==> src/rtl/arm_imm_encoder.sv <==
`default_nettype none
// ============================================================================
// Module   : arm_imm_encoder
// Purpose  : Iterative encoder for ARM data-processing rotated immediates.
//            Given a 32-bit constant it finds the smallest rotate field k
//            and an 8-bit immediate such that immediate ROR (2*k) == value.
//            One rotate candidate is evaluated per clock.
// Ports    : clk        - clock, rising edge
//            reset_n    - synchronous active-low reset
//            start      - request pulse, accepted in IDLE or DONE
//            value      - constant to encode (captured on accepted start)
//            carry_in   - current C flag (captured on accepted start)
//            busy       - high while searching
//            done       - one-cycle pulse when the result registers update
//            valid      - 1 = encoding found
//            immediate  - immed_8 field
//            rotate_imm - rotate field
//            carry_out  - shifter carry of the decoded operand
//            inverted   - 1 = encoding is of ~value (MVN form)
// Options  : ARM_IMM_INVERT_EN - after a full miss, retry the search on
//            ~value and flag a hit through 'inverted'. Without it,
//            'inverted' is tied low.
// Revision : 1.0 - initial release
// ============================================================================
module arm_imm_encoder (
    input  logic        clk,
    input  logic        reset_n,
    input  logic        start,
    input  logic [31:0] value,
    input  logic        carry_in,
    output logic        busy,
    output logic        done,
    output logic        valid,
    output logic [7:0]  immediate,
    output logic [3:0]  rotate_imm,
    output logic        carry_out,
    output logic        inverted
);

    typedef enum logic [1:0] {
        ST_IDLE   = 2'd0,
        ST_SEARCH = 2'd1,
        ST_DONE   = 2'd2
    } state_t;

    localparam logic [3:0] c_K_LAST = 4'd15;

    state_t      r_state, w_state_nxt;
    logic [31:0] r_target, w_target_nxt;
    logic        r_carry_in, w_carry_in_nxt;
    logic [3:0]  r_k, w_k_nxt;
    logic        r_valid, w_valid_nxt;
    logic [7:0]  r_imm, w_imm_nxt;
    logic [3:0]  r_rot, w_rot_nxt;
    logic        r_carry_out, w_carry_out_nxt;
    logic        w_inv_nxt;
    logic        w_retry;
    logic        w_phase_set;

    logic [5:0]  w_sh;
    logic [31:0] w_cand;
    logic        w_hit;
    logic        w_hit_carry;

    // Candidate = target ROL (2*k). A shift by 32 yields zero, so k==0
    // degenerates to the target itself.
    assign w_sh        = {1'b0, r_k, 1'b0};
    assign w_cand      = (r_target << w_sh) | (r_target >> (6'd32 - w_sh));
    assign w_hit       = (w_cand[31:8] == 24'd0);
    // The decoded operand (cand ROR 2k) is exactly the current target.
    assign w_hit_carry = (r_k == 4'd0) ? r_carry_in : r_target[31];

`ifdef ARM_IMM_INVERT_EN
    logic r_phase, w_phase_nxt;
    logic r_inverted;
    assign w_retry  = ~r_phase;
    assign inverted = r_inverted;
`else
    assign w_retry  = 1'b0;
    assign inverted = 1'b0;
`endif

    always_comb begin
        w_state_nxt     = r_state;
        w_target_nxt    = r_target;
        w_carry_in_nxt  = r_carry_in;
        w_k_nxt         = r_k;
        w_valid_nxt     = r_valid;
        w_imm_nxt       = r_imm;
        w_rot_nxt       = r_rot;
        w_carry_out_nxt = r_carry_out;
        w_inv_nxt       = inverted;
        w_phase_set     = 1'b0;
`ifdef ARM_IMM_INVERT_EN
        w_phase_nxt     = r_phase;
`endif
        case (r_state)
            ST_IDLE, ST_DONE: begin
                w_state_nxt = ST_IDLE;
                if (start) begin
                    w_state_nxt    = ST_SEARCH;
                    w_target_nxt   = value;
                    w_carry_in_nxt = carry_in;
                    w_k_nxt        = 4'd0;
`ifdef ARM_IMM_INVERT_EN
                    w_phase_nxt    = 1'b0;
`endif
                end
            end
            ST_SEARCH: begin
                if (w_hit) begin
                    w_state_nxt     = ST_DONE;
                    w_valid_nxt     = 1'b1;
                    w_imm_nxt       = w_cand[7:0];
                    w_rot_nxt       = r_k;
                    w_carry_out_nxt = w_hit_carry;
`ifdef ARM_IMM_INVERT_EN
                    w_inv_nxt       = r_phase;
`endif
                end else if (r_k == c_K_LAST) begin
                    if (w_retry) begin
                        // Second pass over the complemented constant.
                        w_target_nxt = ~r_target;
                        w_k_nxt      = 4'd0;
                        w_phase_set  = 1'b1;
                    end else begin
                        w_state_nxt     = ST_DONE;
                        w_valid_nxt     = 1'b0;
                        w_imm_nxt       = 8'd0;
                        w_rot_nxt       = 4'd0;
                        w_carry_out_nxt = 1'b0;
                        w_inv_nxt       = 1'b0;
                    end
                end else begin
                    w_k_nxt = r_k + 4'd1;
                end
            end
            default: w_state_nxt = ST_IDLE;
        endcase
`ifdef ARM_IMM_INVERT_EN
        if (w_phase_set) begin
            w_phase_nxt = 1'b1;
        end
`endif
    end

    always_ff @(posedge clk) begin
        if (!reset_n) begin
            r_state     <= ST_IDLE;
            r_target    <= 32'd0;
            r_carry_in  <= 1'b0;
            r_k         <= 4'd0;
            r_valid     <= 1'b0;
            r_imm       <= 8'd0;
            r_rot       <= 4'd0;
            r_carry_out <= 1'b0;
        end else begin
            r_state     <= w_state_nxt;
            r_target    <= w_target_nxt;
            r_carry_in  <= w_carry_in_nxt;
            r_k         <= w_k_nxt;
            r_valid     <= w_valid_nxt;
            r_imm       <= w_imm_nxt;
            r_rot       <= w_rot_nxt;
            r_carry_out <= w_carry_out_nxt;
        end
    end

`ifdef ARM_IMM_INVERT_EN
    always_ff @(posedge clk) begin
        if (!reset_n) begin
            r_phase    <= 1'b0;
            r_inverted <= 1'b0;
        end else begin
            r_phase    <= w_phase_nxt;
            r_inverted <= w_inv_nxt;
        end
    end
`else
    logic w_unused;
    assign w_unused = w_inv_nxt | w_phase_set;
`endif

    assign busy       = (r_state == ST_SEARCH);
    assign done       = (r_state == ST_DONE);
    assign valid      = r_valid;
    assign immediate  = r_imm;
    assign rotate_imm = r_rot;
    assign carry_out  = r_carry_out;

endmodule
`default_nettype wire

==> config.mk <==
export PLATFORM = sky130hd
export DESIGN_NAME = arm_imm_encoder
export DESIGN_NICKNAME = d
export VERILOG_FILES = /design/src/rtl/arm_imm_encoder.sv
export SDC_FILE = /design/constraint.sdc
export NUM_CORES = 1
export LEC_CHECK = 0
export CORE_MARGIN = 2
export CORE_UTILIZATION = 51
export DETAILED_ROUTE_END_ITERATION = 12
export PLACE_DENSITY = 0.82
export REMOVE_ABC_BUFFERS = 1
export SETUP_SLACK_MARGIN = 0.5
export SLEW_MARGIN = 20
export SYNTH_ARGS = -nofsm -noshare
export SYNTH_HDL_FRONTEND = slang
export SYNTH_SLANG_ARGS = --single-unit
==> constraint.sdc <==
create_clock -name clk -period 3.1 [get_ports clk]
set_input_delay 0.31 -clock clk [delete_from_list [all_inputs] [get_ports clk]]
set_output_delay 0.31 -clock clk [all_outputs]
set_load 0.01 [all_outputs]
# Yosys cells after proc, flatten, opt, wreduce, memory -nomap -nowiden
# Index checks and enable logic that the tools add are counted.
# op_classes
n_mul	0
n_addsub	2
n_reduce_logical	9
mux	16
n_eq_ne	7
magnitude_cmp	0
n_bitwise	1
shifts	2
n_div	0
# op_table
operator	n
OR 32 bit	1
left shift 32 x 5 -> 32 bit	1
>> shifter 32 x 6 -> 32 bit	1
logical NOT 24 bit	1
2-to-1 mux 4 bit	5
2-to-1 mux 8 bit	2
case mux 4 bit (2 select lines)	1
!= test 2 bit (second input constant)	3
subtractor 6 x 5 -> 6 bit (first input constant)	1
2-to-1 mux 1 bit	5
adder 4 x 1 -> 4 bit (second input constant)	1
equality test 4 bit (second input constant)	1
logical NOT 4 bit	1
2-to-1 mux 2 bit	2
case mux 2 bit (2 select lines)	1
AND reduction 2 bit	2
AND reduction 4 bit	1
nonzero test 2 bit	2
!= test 3 x 1 -> 1 bit (second input constant)	1
equality test 2 x 1 -> 1 bit (second input constant)	1
equality test 2 bit (second input constant)	1
logical NOT 2 bit	1
OR reduction 2 bit	1
# totals
latchBits	0
register_bits	53
elab_cells	45
rom_bits	0
ram_bits	0
output_inout_bits	17
inputBits	36
n_memories	0

# Depth between registers and ports, before layout
# depth
word_depth	6
ltp_mapped	17
ltp_nobuf	10

# Worst setup path before layout
# No wires, ideal clock.
# synth_timing
kind	reg2reg
startpoint	register r_k[0]
endpoint	register r_imm[0], in the netlist immediate[0]
path_slack_ps	68
setup_time_ps	117
n_path_buf	6
t_arrival_ps	2915
required_time_ps	2983
path_stages_with_launch	17
cell_sequence	dfxtp_1 > buf_6 > inv_2 > buf_4 > buf_4 > ha_1 > buf_6 > clkbuf_1 > mux2i_1 > mux2i_1 > nor4_1 > nand4_1 > a22oi_4 > nand4_4 > buf_6 > nand4_1 > o21ai_2
# synth_via
elab_chain_cells	6
elab_cells_between_ends	9
cone_classes	1 x add/sub; 1 x eq/ne; 2 x shift; 1 x mux; 1 x bitwise; 3 x reduce/logical
# synth_lines
item	line_no	text
start, declared	51	logic [3:0] r_k, w_k_nxt;
start signal, assigned	161	r_k <= w_k_nxt;
subtractor 6 x 5 -> 6 bit	68	assign w_cand = (r_target << w_sh) | (r_target >> (6'd32 - w_sh));
>> shifter 32 x 6 -> 32 bit	68	
OR 32 bit	68	
logical NOT 24 bit	69	assign w_hit = (w_cand[31:8] == 24'd0);
nonzero test 2 bit (no source line)	-	
AND reduction 2 bit (no source line)	-	
end signal, assigned	163	r_imm <= w_imm_nxt;
end, declared	53	logic [7:0] r_imm, w_imm_nxt;
# Several ways; a longest one is shown, not always the timed one.
# A chain may end at the register's enable or synchronous reset.

# Final worst setup path
# layout_timing
startpoint	register r_k[0]
endpoint	register r_state[0]
# layout_via
elab_chain_cells	6
elab_cells_between_ends	9
cone_classes	1 x add/sub; 2 x eq/ne; 2 x shift; 2 x mux; 1 x bitwise; 1 x reduce/logical
# layout_lines
item	line_no	text
subtractor 6 x 5 -> 6 bit	68	
>> shifter 32 x 6 -> 32 bit	68	
OR 32 bit	68	
logical NOT 24 bit	69	
2-to-1 mux 2 bit	111	if (w_hit) begin
case mux 2 bit (2 select lines)	97	case (r_state)
end signal, assigned	158	r_state <= w_state_nxt;
end, declared	48	state_t r_state, w_state_nxt;
# Several ways; a longest one is shown, not always the timed one.

==> results_tabular.tex <==
\begin{tabular}{lr}
\hline
Metric & Value \\
\hline
\multicolumn{2}{l}{\textbf{Run status}} \\
\quad Run status & complete, no violations \\
\multicolumn{2}{l}{\textbf{Synth}} \\
\quad Register bit total from synthesis & 53 \\
\quad Total standard cell area after synthesis & 4113 um\^{}2 \\
\quad Synth Area in Adders & 0.8518\% \\
\quad Mux share of post-synthesis cell area & 15.06\% \\
\quad Count of synthesis-stage warnings from yosys & 0 \\
\quad Synth area leader & sky130\_fd\_sc\_hd\_\_dfxtp\_1 \\
\quad Xor/xnor cell area share of the yosys netlist & 0.8214\% \\
\quad Number of synthesized flops with an enable pin & 0 \\
\quad Simple-Gate Fraction of Synth Area & 24.92\% \\
\quad Ys flop type & sky130\_fd\_sc\_hd\_\_dfxtp\_1 \\
\quad Top area cells in the synthesized netlist & sky130\_fd\_sc\_hd\_\_dfxtp\_1 26\%, sky130\_fd\_sc\_hd\_\_nand2\_1 9.2\%, sky130\_fd\_sc\_hd\_\_mux2i\_1 8.8\% \\
\quad Mean post-synth cell area & 7.879 um\^{}2 \\
\quad Largest family of logic cells by synthesized area & simple AND/OR/NAND/NOR gates \\
\quad Share of the yosys chip area belonging to registers & 25.80\% \\
\quad Proportion of synthesized flip-flops having asynchronous set or reset & 0\% \\
\quad Number of distinct standard cells referenced by the synthesized netlist & 65 \\
\quad Post-synthesis instance total & 522 \\
\quad Fraction of the mapped netlist area in compound gates & 24.73\% \\
\quad Share of the synthesized area in the top cell type & 25.80\% \\
\multicolumn{2}{l}{\textbf{Setup path}} \\
\quad Critical Path End Type & register \\
\quad Arrival time at the worst endpoint & 3.11 ns \\
\quad Startpoint of the worst-slack reg-to-reg timing path & r\_k[0] \\
\quad Setup crit start kind & register \\
\quad Maximum net fanout on the critical path & 7 \\
\quad Worst Setup Path Type & register to register \\
\quad Cell count of the worst reg-to-reg path & 11 \\
\quad Crit. Startpoint & r\_k[0] \\
\quad Reg-to-reg critical path endpoint & r\_state[0] \\
\quad FF-to-FF setup slack & 0.22 ns \\
\quad Data required time at the worst endpoint & 3.33 ns \\
\multicolumn{2}{l}{\textbf{Place}} \\
\quad Input/output buffers & 51 \\
\quad Placement Setup Slack & 0.1136 ns \\
\quad Placed cell areas & 4584 um\^{}2 \\
\quad Final weighted congestion of routability-driven global placement & 0.9387 \\
\quad Total half-perimeter wirelength after legalization and detailed placement & 7621 um \\
\multicolumn{2}{l}{\textbf{Timing}} \\
\quad Largest clock skew in the final design & 0.008282 ns \\
\quad Slew Limit Headroom & 46.68\% \\
\quad Max Transition Viols Final & 0 \\
\quad Setup repair after global routing missed its margin & true \\
\quad Min Tclk post-route & 2.881 ns \\
\quad Worst setup slack after layout & 0.2190 ns \\
\quad Hold Fails Final Rpt & 0 \\
\quad Post-route worst hold slack & 0.4828 ns \\
\quad Top achievable clock speed & 347.1 MHz \\
\quad Worst-Margin Slew & 0.7987 ns \\
\quad Period utilization & 92.94\% \\
\quad Final setup violation count & 0 \\
\multicolumn{2}{l}{\textbf{Cells and area}} \\
\quad Utilization after layout & 66.04\% \\
\quad Area of the multi-input gates & 2860 um\^{}2 \\
\quad Area used by sequential logic in the layout & 1066 um\^{}2 \\
\quad Final Instance Area & 5130 um\^{}2 \\
\quad Antenna diode count & 0 \\
\quad Total of fill cells in the finished design & 656 \\
\quad Fraction of layout cells with a size suffix above 1 & 18.02\% \\
\quad Synth-to-layout area growth & 24.73\% \\
\quad Net count reported at finish & 603 \\
\multicolumn{2}{l}{\textbf{Power}} \\
\quad Power density cells & 405.4 nW/um\^{}2 \\
\quad Post-layout total power & 2.079 mW \\
\quad Leakage Power & 1.775 nW \\
\quad IR drop worst, VDD & 246.2 uV \\
\multicolumn{2}{l}{\textbf{Drt}} \\
\quad Post-Route M1 WL & 5126 um \\
\quad Routed WL & 11,790 um \\
\quad Number of detailed-route iterations in the first pass & 5 \\
\quad Top layer reached by signal wires & met4 \\
\quad Via count & 4,160 \\
\quad Number of antenna-violating nets in the routed design & 0 \\
\quad Routed wirelength normalized by instance count & 17.65 um \\
\quad Met3 layer wire length in the routed design & 881 um \\
\quad Vias per Instance & 6.228 \\
\quad Drt drc & 0 \\
\quad Violation count after the first detailed-route iteration & 508 \\
\quad Met2 Routed Length & 5503 um \\
\multicolumn{2}{l}{\textbf{Floorplan}} \\
\quad Top-Level Pins & 53 \\
\quad Horizontal die dimension & 93.80 um \\
\quad Die outline height & 93.80 um \\
\quad \# rows & 32 \\
\quad Starting utilization of the core area & 52.95\% \\
\quad Placeable core area & 7767 um\^{}2 \\
\quad Die Area & 8798 um\^{}2 \\
\multicolumn{2}{l}{\textbf{GRT}} \\
\quad Number of global-route vias before repair & 3,696 \\
\quad Largest net degree at the start of global routing & 63 \\
\quad Global-route total usage across every layer & 26.97\% \\
\quad Global-route wire length before repair & 19,040 um \\
\quad Number of antenna violations at the first check in global routing & 0 \\
\quad Total grt overflow & 0 \\
\multicolumn{2}{l}{\textbf{CTS}} \\
\quad Clock H-tree levels & 2 \\
\quad Number of clock buffers inserted by TritonCTS & 5 \\
\quad CTS clock-pin slew for the worst setup and hold paths & 0.11 ns \\
\quad Num Clock Sinks & 53 \\
\quad Maximum count of clock buffers along a single path & 2 \\
\quad TritonCTS clock tree & built \\
\quad Root buffer cell & sky130\_fd\_sc\_hd\_\_clkbuf\_8 \\
\quad Clock latency on the worst-skew pair & 0.32 ns \\
\multicolumn{2}{l}{\textbf{Min path}} \\
\quad End of the worst hold path & r\_carry\_in \\
\quad Cell depth of the worst hold path & 2 \\
\quad Class of the worst hold path & register to register \\
\quad Beginning of the worst hold path & r\_carry\_in \\
\multicolumn{2}{l}{\textbf{Flow run}} \\
\quad Maximum Capacitance Violations & 0 \\
\hline
\end{tabular}
==> power breakdown <==
part | internal [mW] | leakage, nW | total (mW) | switching (mW)
clock | 0.248 | 0.0603 | 0.513 | 0.264
sequential | 0.712 | 0.434 | 0.776 | 0.0643
combinational | 0.386 | 1.28 | 0.791 | 0.404
total | 1.35 | 1.77 | 2.08 | 0.733
==> kinds of logic after synthesis <==
kind of cell,after synthesis
mux,49
flops,53
fa+ha+maj,3
xor+xnor,3
other cells,1
buf+inv,60
compound gates,140
simple gates,213
==> worst max-delay path, stage by stage, from the launching register on <==
cell and delay (ns):
sky130_fd_sc_hd__dfxtp_4 0.40, sky130_fd_sc_hd__inv_4 0.04, sky130_fd_sc_hd__ha_4 0.33, sky130_fd_sc_hd__buf_12 0.16, sky130_fd_sc_hd__mux2i_4 0.27, sky130_fd_sc_hd__mux2i_2 0.12, sky130_fd_sc_hd__nor4_2 0.30, sky130_fd_sc_hd__nand4_1 0.25
sky130_fd_sc_hd__a22oi_4 0.32, sky130_fd_sc_hd__nand3_2 0.19, sky130_fd_sc_hd__a21o_1 0.23, sky130_fd_sc_hd__and2_1 0.17
==> flip-flops by register name, summed over array words and instances, names as in the netlist <==
register / count
valid: 1
r_k: 4
rotate_imm: 4
r_carry_in: 1
immediate: 8
r_target: 32
carry_out: 1
r_state: 2
==> layer usage <==
metal	vias to the layer above	track usage, %
met5	-	0
met4	0	8.092
met3	31	3.772
met2	202	44.11
met1	1946	36.95
li1	1981	-
==> cell type report <==
| cell class | count | area share [%] |
|---|---|---|
| multi-input combinational | 409 | 55.76 |
| sequential | 53 | 20.78 |
| timing repair buffer | 90 | 18.17 |
| tap | 102 | 2.488 |
| clock buffer | 5 | 1.341 |
| clock inverter | 3 | 0.9756 |
| inverter | 6 | 0.4878 |
==> metrics by stage <==
stage          std cells  TNS (ns)
6_report             668         0
5_1_grt              668         0
4_1_cts              664         0
3_5_place_dp         635         0
3_3_place_gp         635         0
2_1_floorplan        468    -46.47
==> cells in the mapped netlist (all sizes together), types with 2 or more instances <==
library cell  number
o21ai             34
mux2               3
nor2b              5
a21oi             17
o22ai              7
nor4b              5
xnor2              2
nor3b              7
and2               2
nand3             11
a22oi              3
nor3              14
a21boi            37
nor2              32
a32oi              2
dfxtp             53
a211oi             8
nand2            101
inv                6
and3               2
buf               24
a31oi              4
ha                 2
o32ai              2
mux2i             36
o211ai             6
nor4bb             2
a2111oi            4
nand2b             5
o31ai              8
clkbuf            30
mux4              10
nor4               9
nand4             16
==> placed cells by master, fill, tap and decap left out, types with 3 or more instances in the layout <==
cell / n
sky130_fd_sc_hd__a21oi_1: 17
sky130_fd_sc_hd__inv_1: 5
sky130_fd_sc_hd__clkdlybuf4s50_1: 50
sky130_fd_sc_hd__a211oi_1: 7
sky130_fd_sc_hd__nor4_1: 8
sky130_fd_sc_hd__nand4_1: 15
sky130_fd_sc_hd__o31ai_1: 7
sky130_fd_sc_hd__a21boi_0: 34
sky130_fd_sc_hd__o22ai_1: 6
sky130_fd_sc_hd__nand3_1: 10
sky130_fd_sc_hd__nor2_1: 31
sky130_fd_sc_hd__nor3_1: 14
sky130_fd_sc_hd__mux2_2: 3
sky130_fd_sc_hd__buf_4: 30
sky130_fd_sc_hd__nand2_1: 100
sky130_fd_sc_hd__dfxtp_1: 51
sky130_fd_sc_hd__mux2i_2: 7
sky130_fd_sc_hd__a31oi_1: 4
sky130_fd_sc_hd__mux2i_1: 25
sky130_fd_sc_hd__mux2i_4: 4
sky130_fd_sc_hd__o211ai_1: 6
sky130_fd_sc_hd__o21ai_1: 8
sky130_fd_sc_hd__nor3b_1: 6
sky130_fd_sc_hd__clkbuf_8: 5
sky130_fd_sc_hd__o21ai_2: 7
sky130_fd_sc_hd__o21ai_0: 19
sky130_fd_sc_hd__nand2b_1: 5
sky130_fd_sc_hd__nor4b_1: 4
sky130_fd_sc_hd__buf_12: 4
sky130_fd_sc_hd__mux4_2: 10
sky130_fd_sc_hd__nor2b_1: 4
==> worst max-delay path by stage <==
stage,end,slack [ns],depth (start not counted)
2_1_floorplan,immediate[0],-2.40,10
3_3_place_gp,carry_out,0.18,12
3_5_place_dp,immediate[6],0.11,12
4_1_cts,r_state[0],0.36,12
5_1_grt,immediate[5],0.11,12
6_report,r_state[0],0.22,11
==> repair_timing <==
item	4_1_cts	5_1_grt
hold buffers	0	0
gates resized for setup	18	16
endpoints found under the hold margin	0	0
pin swaps	6	17
cloned	2	2
endpoints found under the setup margin	20	20
buffers inserted	19	2
Note: power is estimated with default switching activity, not from simulation.
